## config.mk

```make
export PLATFORM = sky130hd
export DESIGN_NAME = fetch_ifid
export DESIGN_NICKNAME = d
export VERILOG_FILES = /design/src/rtl/cl_pkg.sv /design/src/rtl/ifid_reg.sv /design/src/rtl/fetch_ifid.sv
export SDC_FILE = /design/constraint.sdc
export NUM_CORES = 1
export LEC_CHECK = 0
export ABC_AREA = 1
export BUFFER_PORTS_ARGS = -buffer_cell sky130_fd_sc_hd__buf_4
export CAP_MARGIN = 20
export CORE_MARGIN = 2
export CORE_UTILIZATION = 35
export DETAILED_ROUTE_END_ITERATION = 6
export SKIP_LAST_GASP = 1
export SLEW_MARGIN = 5
export SYNTH_ARGS = -nofsm -noshare
export SYNTH_HDL_FRONTEND = slang
export SYNTH_SLANG_ARGS = --single-unit
export TNS_END_PERCENT = 5
```

## constraint.sdc

```tcl
create_clock -name i_clk -period 12.46 [get_ports i_clk]
set_input_delay 1.246 -clock i_clk [delete_from_list [all_inputs] [get_ports i_clk]]
set_output_delay 1.246 -clock i_clk [all_outputs]
set_load 0.01 [all_outputs]
```

## src/rtl/cl_pkg.sv

```systemverilog
// Shared types and constants for the fetch front end and its pipeline registers.
// The IF/ID record is sized by CL_XLEN/CL_ILEN; modules cast to their own widths.
package cl_pkg;

   localparam int unsigned CL_XLEN = 32;
   localparam int unsigned CL_ILEN = 32;

   localparam logic [CL_ILEN-1:0] NOP_INSTR = 32'h0000_0013;
   localparam int unsigned        PC_STEP   = 4;

   typedef enum logic [1:0] {
      BOOT  = 2'd0,
      FETCH = 2'd1,
      HELD  = 2'd2
   } fetch_state_t;

   typedef struct packed {
      logic [CL_XLEN-1:0] pc;
      logic [CL_ILEN-1:0] instr;
      logic               valid;
   } ifid_t;

   localparam ifid_t IFID_BUBBLE = '{pc: '0, instr: NOP_INSTR, valid: 1'b0};

   // Word-align a redirect target by clearing the two low address bits.
   function automatic logic [CL_XLEN-1:0] align_pc(input logic [CL_XLEN-1:0] a);
      return {a[CL_XLEN-1:2], 2'b00};
   endfunction

endpackage

```

## src/rtl/ifid_reg.sv

```systemverilog
// Pipeline register holding one ifid_t record; bubble clears to a NOP with
// valid low and takes precedence over a load in the same cycle.
module ifid_reg
   import cl_pkg::*;
(
   input  logic  i_clk,
   input  logic  i_rst,
   input  logic  i_en,
   input  logic  i_bubble,
   input  ifid_t i_d,
   output ifid_t o_q
);

   ifid_t r_q;

   always_ff @(posedge i_clk or posedge i_rst) begin
      if (i_rst) begin
         r_q <= IFID_BUBBLE;
      end else if (i_bubble) begin
         r_q <= IFID_BUBBLE;
      end else if (i_en) begin
         r_q <= i_d;
      end
   end

   assign o_q = r_q;

endmodule

```

## src/rtl/fetch_ifid.sv

```systemverilog
// Instruction-fetch stage with IF/ID register: PC generation, memory request
// handshake, and a one-entry buffer that parks a fetch while decode stalls.
module fetch_ifid
   import cl_pkg::*;
#(
   parameter int unsigned     XLEN     = 32,
   parameter int unsigned     ILEN     = 32,
   parameter logic [XLEN-1:0] RESET_PC = 32'h0000_1000
) (
   input  logic            i_clk,
   input  logic            i_rst,
   input  logic            i_nop,
   input  logic            i_flush,
   input  logic [XLEN-1:0] i_redirect_pc,
   output logic            o_mem_req,
   output logic [XLEN-1:0] o_mem_addr,
   input  logic            i_mem_ready,
   input  logic [ILEN-1:0] i_mem_instr,
   output logic [XLEN-1:0] o_pc_1,
   output logic [ILEN-1:0] o_instr_1,
   output logic            o_valid_1
);

   fetch_state_t    r_state;
   logic [XLEN-1:0] r_pc;
   logic            r_mem_req;
   logic            r_buf_valid;
   logic [XLEN-1:0] r_buf_pc;
   logic [ILEN-1:0] r_buf_instr;

   logic            w_xfer;
   logic [XLEN-1:0] w_pc_next;
   logic [XLEN-1:0] w_redirect;
   logic            w_en;
   logic            w_bubble;
   ifid_t           w_d;
   ifid_t           w_q;

   assign w_xfer     = r_mem_req & i_mem_ready;
   assign w_pc_next  = r_pc + XLEN'(PC_STEP);
   assign w_redirect = XLEN'(align_pc(CL_XLEN'(i_redirect_pc)));

   // o_mem_req is kept as its own register, updated alongside the state so
   // it is glitch-free and equals (state == FETCH) at every edge.
   always_ff @(posedge i_clk or posedge i_rst) begin
      if (i_rst) begin
         r_state     <= BOOT;
         r_pc        <= RESET_PC;
         r_mem_req   <= 1'b0;
         r_buf_valid <= 1'b0;
         r_buf_pc    <= '0;
         r_buf_instr <= ILEN'(NOP_INSTR);
      end else if (i_flush) begin
         r_state     <= FETCH;
         r_pc        <= w_redirect;
         r_mem_req   <= 1'b1;
         r_buf_valid <= 1'b0;
      end else begin
         unique case (r_state)
            BOOT: begin
               r_state   <= FETCH;
               r_mem_req <= 1'b1;
            end
            FETCH: begin
               if (w_xfer) begin
                  r_pc <= w_pc_next;
                  if (i_nop) begin
                     r_buf_valid <= 1'b1;
                     r_buf_pc    <= r_pc;
                     r_buf_instr <= i_mem_instr;
                     r_state     <= HELD;
                     r_mem_req   <= 1'b0;
                  end
               end
            end
            HELD: begin
               if (!i_nop) begin
                  r_buf_valid <= 1'b0;
                  r_state     <= FETCH;
                  r_mem_req   <= 1'b1;
               end
            end
            default: begin
               r_state   <= BOOT;
               r_mem_req <= 1'b0;
            end
         endcase
      end
   end

   always_comb begin
      w_en     = 1'b0;
      w_bubble = 1'b0;
      w_d      = IFID_BUBBLE;
      if (i_flush) begin
         w_bubble = 1'b1;
      end else if (r_state == HELD) begin
         w_en = ~i_nop;
      end else if (r_state == FETCH) begin
         w_en     = w_xfer & ~i_nop;
         w_bubble = ~w_xfer & ~i_nop;
      end
      if (r_buf_valid) begin
         w_d.pc    = CL_XLEN'(r_buf_pc);
         w_d.instr = CL_ILEN'(r_buf_instr);
      end else begin
         w_d.pc    = CL_XLEN'(r_pc);
         w_d.instr = CL_ILEN'(i_mem_instr);
      end
      w_d.valid = 1'b1;
   end

   ifid_reg u_ifid (
      .i_clk    (i_clk),
      .i_rst    (i_rst),
      .i_en     (w_en),
      .i_bubble (w_bubble),
      .i_d      (w_d),
      .o_q      (w_q)
   );

   assign o_mem_req  = r_mem_req;
   assign o_mem_addr = r_pc;
   assign o_pc_1     = XLEN'(w_q.pc);
   assign o_instr_1  = ILEN'(w_q.instr);
   assign o_valid_1  = w_q.valid;

endmodule

```

# Yosys cells after proc, flatten, opt, wreduce, memory -nomap -nowiden
# Index checks and enable logic that the tools add are counted.
# word_totals
register_bits	165
in_bits	69
output_inout_bits	98
word_cells	57
# classes
addsub	1
eq_ne	5
mux	27
n_bitwise	6
reduce_logical	9
# ops
operator	count
65-bit two-way mux	2
32-bit two-way mux	3
64-bit two-way mux	1
32-bit by 3-bit adder with 32-bit output, second input constant	1
1-bit two-way mux	14
3-bit inequality test, second input constant	3
2-bit two-way mux	4
4-bit AND reduction	2
2-bit one-hot mux with 3 select lines	1
2-bit nonzero test	3
1-bit bitwise AND	3
1-bit NOT	3
1-bit one-hot mux with 3 select lines	1
3-bit AND reduction	1
3-bit nonzero test	1
2-bit by 1-bit equality test with 1-bit output, second input constant	1
2-bit equality test, second input constant	1
2-bit zero test	1
1-bit one-hot mux with 2 select lines	1
2-bit AND reduction	1

# Longest topological paths before layout
# logic_depth
ltp_word	7
depth_mapped	9
ltp_nobuf	9

# By module
# Synthesis repeated with hierarchy kept, for this count alone.
# hier_totals
hier_cells	1044
hier_area_um2	7961.4
# modules_own_cells
mod	n_inst	cells_each	area_per_inst_um2
fetch_ifid	1	761	5380.2
ifid_reg	1	283	2581.2

# Worst setup path after synthesis
# OpenSTA, ideal clock, no wires.
# synth_timing
path_type	input-to-reg
start	input i_flush
end	register u_ifid.r_q, in the netlist u_ifid.o_q[10]
setup_time_ns	0.123
t_arrival_ns	2.126
t_required_ns	12.337
setup_slack_ns	10.211
path_stages	8
n_path_buf	2
cell_sequence	buf_2 > inv_4 > o21ai_2 > o21ai_4 > nor2_4 > inv_2 > buf_6 > o21ai_1
# synth_between
elab_chain_len	2
elab_cells_between_ends	4
classes_between	3 x mux; 1 x reduce/logical
# synth_rtl
element	line	text
start, declared	fetch_ifid.sv:13	input logic i_flush,
1-bit two-way mux	fetch_ifid.sv:95	if (i_flush) begin
65-bit two-way mux or 2-bit nonzero test (tied branches)	-	
end signal, assigned	ifid_reg.sv:22	r_q <= i_d;
end, declared	ifid_reg.sv:14	ifid_t r_q;
# Several ways; a longest one is shown, not always the timed one.
# A chain may end at the register's enable or synchronous reset.

# Worst setup path after layout
# layout_timing
start	input i_flush
end	register u_ifid.r_q, in the netlist u_ifid.o_q[16]
# The elaborated chain is that of the path after synthesis.

==> metrics <==
outcome=finished clean; maximum net fanout on the critical path=33; vias=6,482; Distinct cells, synth=31; number of global-route vias before repair=6,103; fraction of synthesis flops using an asynchronous set or reset pin=1.00; Post-DP HPWL=13.5 mm; pwr/cell area=213 mW/mm²; detailed-route vias per instance=4.78; Total Routed Length=19.7 mm; initial detailed-routing violation count=325; number of hold-slack violations in the final timing report=0; GRT overflow=0; fraction of power consumed by the clock network=0.267; worst hold path type=register to register; first-pass GRT wire length=32.2 mm; biggest area contributors in the synthesized netlist=sky130_fd_sc_hd__dfrtp_1 (51%), sky130_fd_sc_hd__nand2_1 (15%), sky130_fd_sc_hd__o21ai_0 (9.3%), sky130_fd_sc_hd__inv_1 (4.0%), sky130_fd_sc_hd__o21ai_1 (3.9%); post-synthesis instance total=931; worst vdd ir=~95 µV; P_sw=0.000707 W; shortest period the worst path allows=2750 ps; Inserted Clock Buffers=17; clock transition time at the flip-flop clock pins of the worst setup and hold paths=around 70 ps; most common library cells after synthesis=sky130_fd_sc_hd__nand2_1 (298), sky130_fd_sc_hd__dfrtp_1 (152), sky130_fd_sc_hd__o21ai_0 (139); standard-cell row count=53; combinational fraction of design power=0.312; transition time at the pin with the least slew margin=around 870 ps; dominant cell type by area after synthesis=sky130_fd_sc_hd__dfrtp_1; Worst Setup Path Type=primary input to register; worst endpoint required time=12,740 ps; number of input and output port buffers inserted=between 150 and 200; portion of the clock cycle consumed by the worst path in the final layout=0.221; number of warnings reported in the yosys synthesis log=0; unrepaired setup endpoints after global routing=no; crit path capture type=register; Core Box Area=0.0210 mm²; DRC violations left=0; synthesized cell area=0.00748 mm²; Area growth, synth to finish=26.2%; synthesized flop and latch total=159; Pre-antenna DRT Iters=5; count of cells resized by post-cts repair=0; Primary FF master, synth=sky130_fd_sc_hd__dfrtp_1; Die Outline Area=0.0226 mm²; hold buffer count at CTS=0; share of the synthesized area in the top cell type=0.508; final routed wire length divided by cell count=14.6 µm; Switching Share=0.352; antenna violations before repair=0; Slew HR=0.421; ANT cells=0; TritonCTS clock tree=yes; fraction of layout cells with a size suffix above 1=0.208; leakage power=around 4.7 nW; Avg Inst Size Synth=8.04 µm²; height of the die=150 µm; cell-internal power=0.00130 W; share of power burned in registers=0.421; maximum number of pins on one net before global-route repair=125; number of top-level pins=167; initial cell density of the core=0.356; number of nets at the end of the flow=1,138; number of slew-limit violations in the final report=0; number of enable flip-flop cells after synthesis=0; Tot GR Track Use=0.181; clk sink count=between 150 and 200; Layout Skew=8.96 ps; routability-driven placement congestion ratio=approximately 0.8; CP Launch Type=primary input; die width=between 150 and 200 µm; number of buffers inserted by post-CTS setup repair=0; maximum buffer depth of the clock tree=2; data arrival at the endpoint of the critical path=3030 ps; Max Freq=0.364 GHz; clk_lat worst skew=420 ps; maxcap violations=0; sum of negative setup slack=0 ps; H-tree levels=4; clk root buf=sky130_fd_sc_hd__clkbuf_16; number of nets with antenna violations after routing=0; share of synthesized area occupied by flip-flops and latches=0.533; Final Setup Violations=0; fraction of the core area covered by cells at the end of the flow=0.449; most common cell in the netlist=sky130_fd_sc_hd__nand2_1
flip-flops by register name, indices dropped and copies added, names as in the netlist:
register,cells
r_buf_valid,1
u_ifid.o_q,63
o_mem_req,1
r_state,2
r_buf_instr,32
o_mem_addr,30
r_buf_pc,30
power groups by stage:
stage	clock network [W]	registers (W)	logic (W)
after floorplan	0	0.000867	0.000348
after global placement	0	0.000846	0.000623
after detailed placement	0	0.000853	0.000636
after CTS	0.000553	0.000845	0.000637
after global routing	0.000569	0.000872	0.000719
final	0.000537	0.000845	0.000627
cells in the final DEF, fill, tap and decap left out, drive strengths merged:
cell and n:
clkbuf 20, o31ai 1, ha 1, clkinv 4, a21oi 5, dfstp 7
o21ai 200, mux2 1, a22oi 21, o211ai 1, nand3 45, xnor2 1
clkinvlp 4, xor2 5, and2 1, mux2i 1, nor2 52, inv 84
nand2 302, dfrtp 152, buf 166, bufinv 3, conb 4
layer usage:
metal,part of all wire,track usage
met1,0.49,0.267
met2,0.44,0.274
met3,0.060,0.0333
met4,0.0086,0.0467
met5,0,0
kinds of logic after synthesis:
group,count (synthesis),synth area share
AOI/OAI and AO/OA,228,0.162
xor gates and xnor gates,6,0.00702
adders and majority gates,1,0.00167
buffers and inverters,134,0.0792
DFF,159,0.533
muxes,2,0.00284
other,1,0.000501
and+or+nand+nor,400,0.214
final timing paths:
kind	from	end	slack [ps]	depth (start not counted)
min in group asynchronous	i_rst	u_ifid.o_q[21]$_DFFE_PP0P_	1000	2
max in group asynchronous	i_rst	u_ifid.o_q[51]$_DFFE_PP0P_	10030	3
setup reg to reg	r_state[1]$_DFFE_PP0P_	u_ifid.o_q[16]$_DFFE_PP0P_	10410	9
hold / removal	r_buf_instr[22]$_DFFE_PP0P_	r_buf_instr[22]$_DFFE_PP0P_	480	2
setup / recovery	i_flush	u_ifid.o_q[16]$_DFFE_PP0P_	9710	8
hold reg to reg	r_buf_instr[22]$_DFFE_PP0P_	r_buf_instr[22]$_DFFE_PP0P_	480	2
final cells by class:
| cell class | count | area (µm²) |
|---|---|---|
| clock buffer | 20 | 447 |
| clock inverter | 12 | 160 |
| fill | 2132 | 11600 |
| inverter | 83 | 320 |
| multi-input combinational | 641 | 2920 |
| sequential | 159 | 3990 |
| tap | 275 | 344 |
| timing repair buffer | 166 | 1270 |
through the flow:
stage | hold WS (ps) | worst slack, ps | instances | cell area (µm²) | total power [W]
finish | 478 | 9710 | 1356 | 9450 | 0.00201
detailed placement | 468 | 9220 | 1323 | 8820 | 0.00149
floorplan | 448 | 6930 | 934 | 7500 | 0.00122
CTS | 483 | 9680 | 1355 | 9430 | 0.00204
global route | 506 | 9580 | 1356 | 9450 | 0.00216
global placement | 461 | 9250 | 1322 | 8810 | 0.00147
critical path, stage by stage:
cell                      delay [ps]
sky130_fd_sc_hd__buf_4           230
sky130_fd_sc_hd__nor2_2          240
sky130_fd_sc_hd__inv_1           110
sky130_fd_sc_hd__o21ai_4          90
sky130_fd_sc_hd__nor2_4           60
sky130_fd_sc_hd__inv_2           430
sky130_fd_sc_hd__buf_4           480
sky130_fd_sc_hd__o21ai_1         120
(Power assumes the default switching activity.)
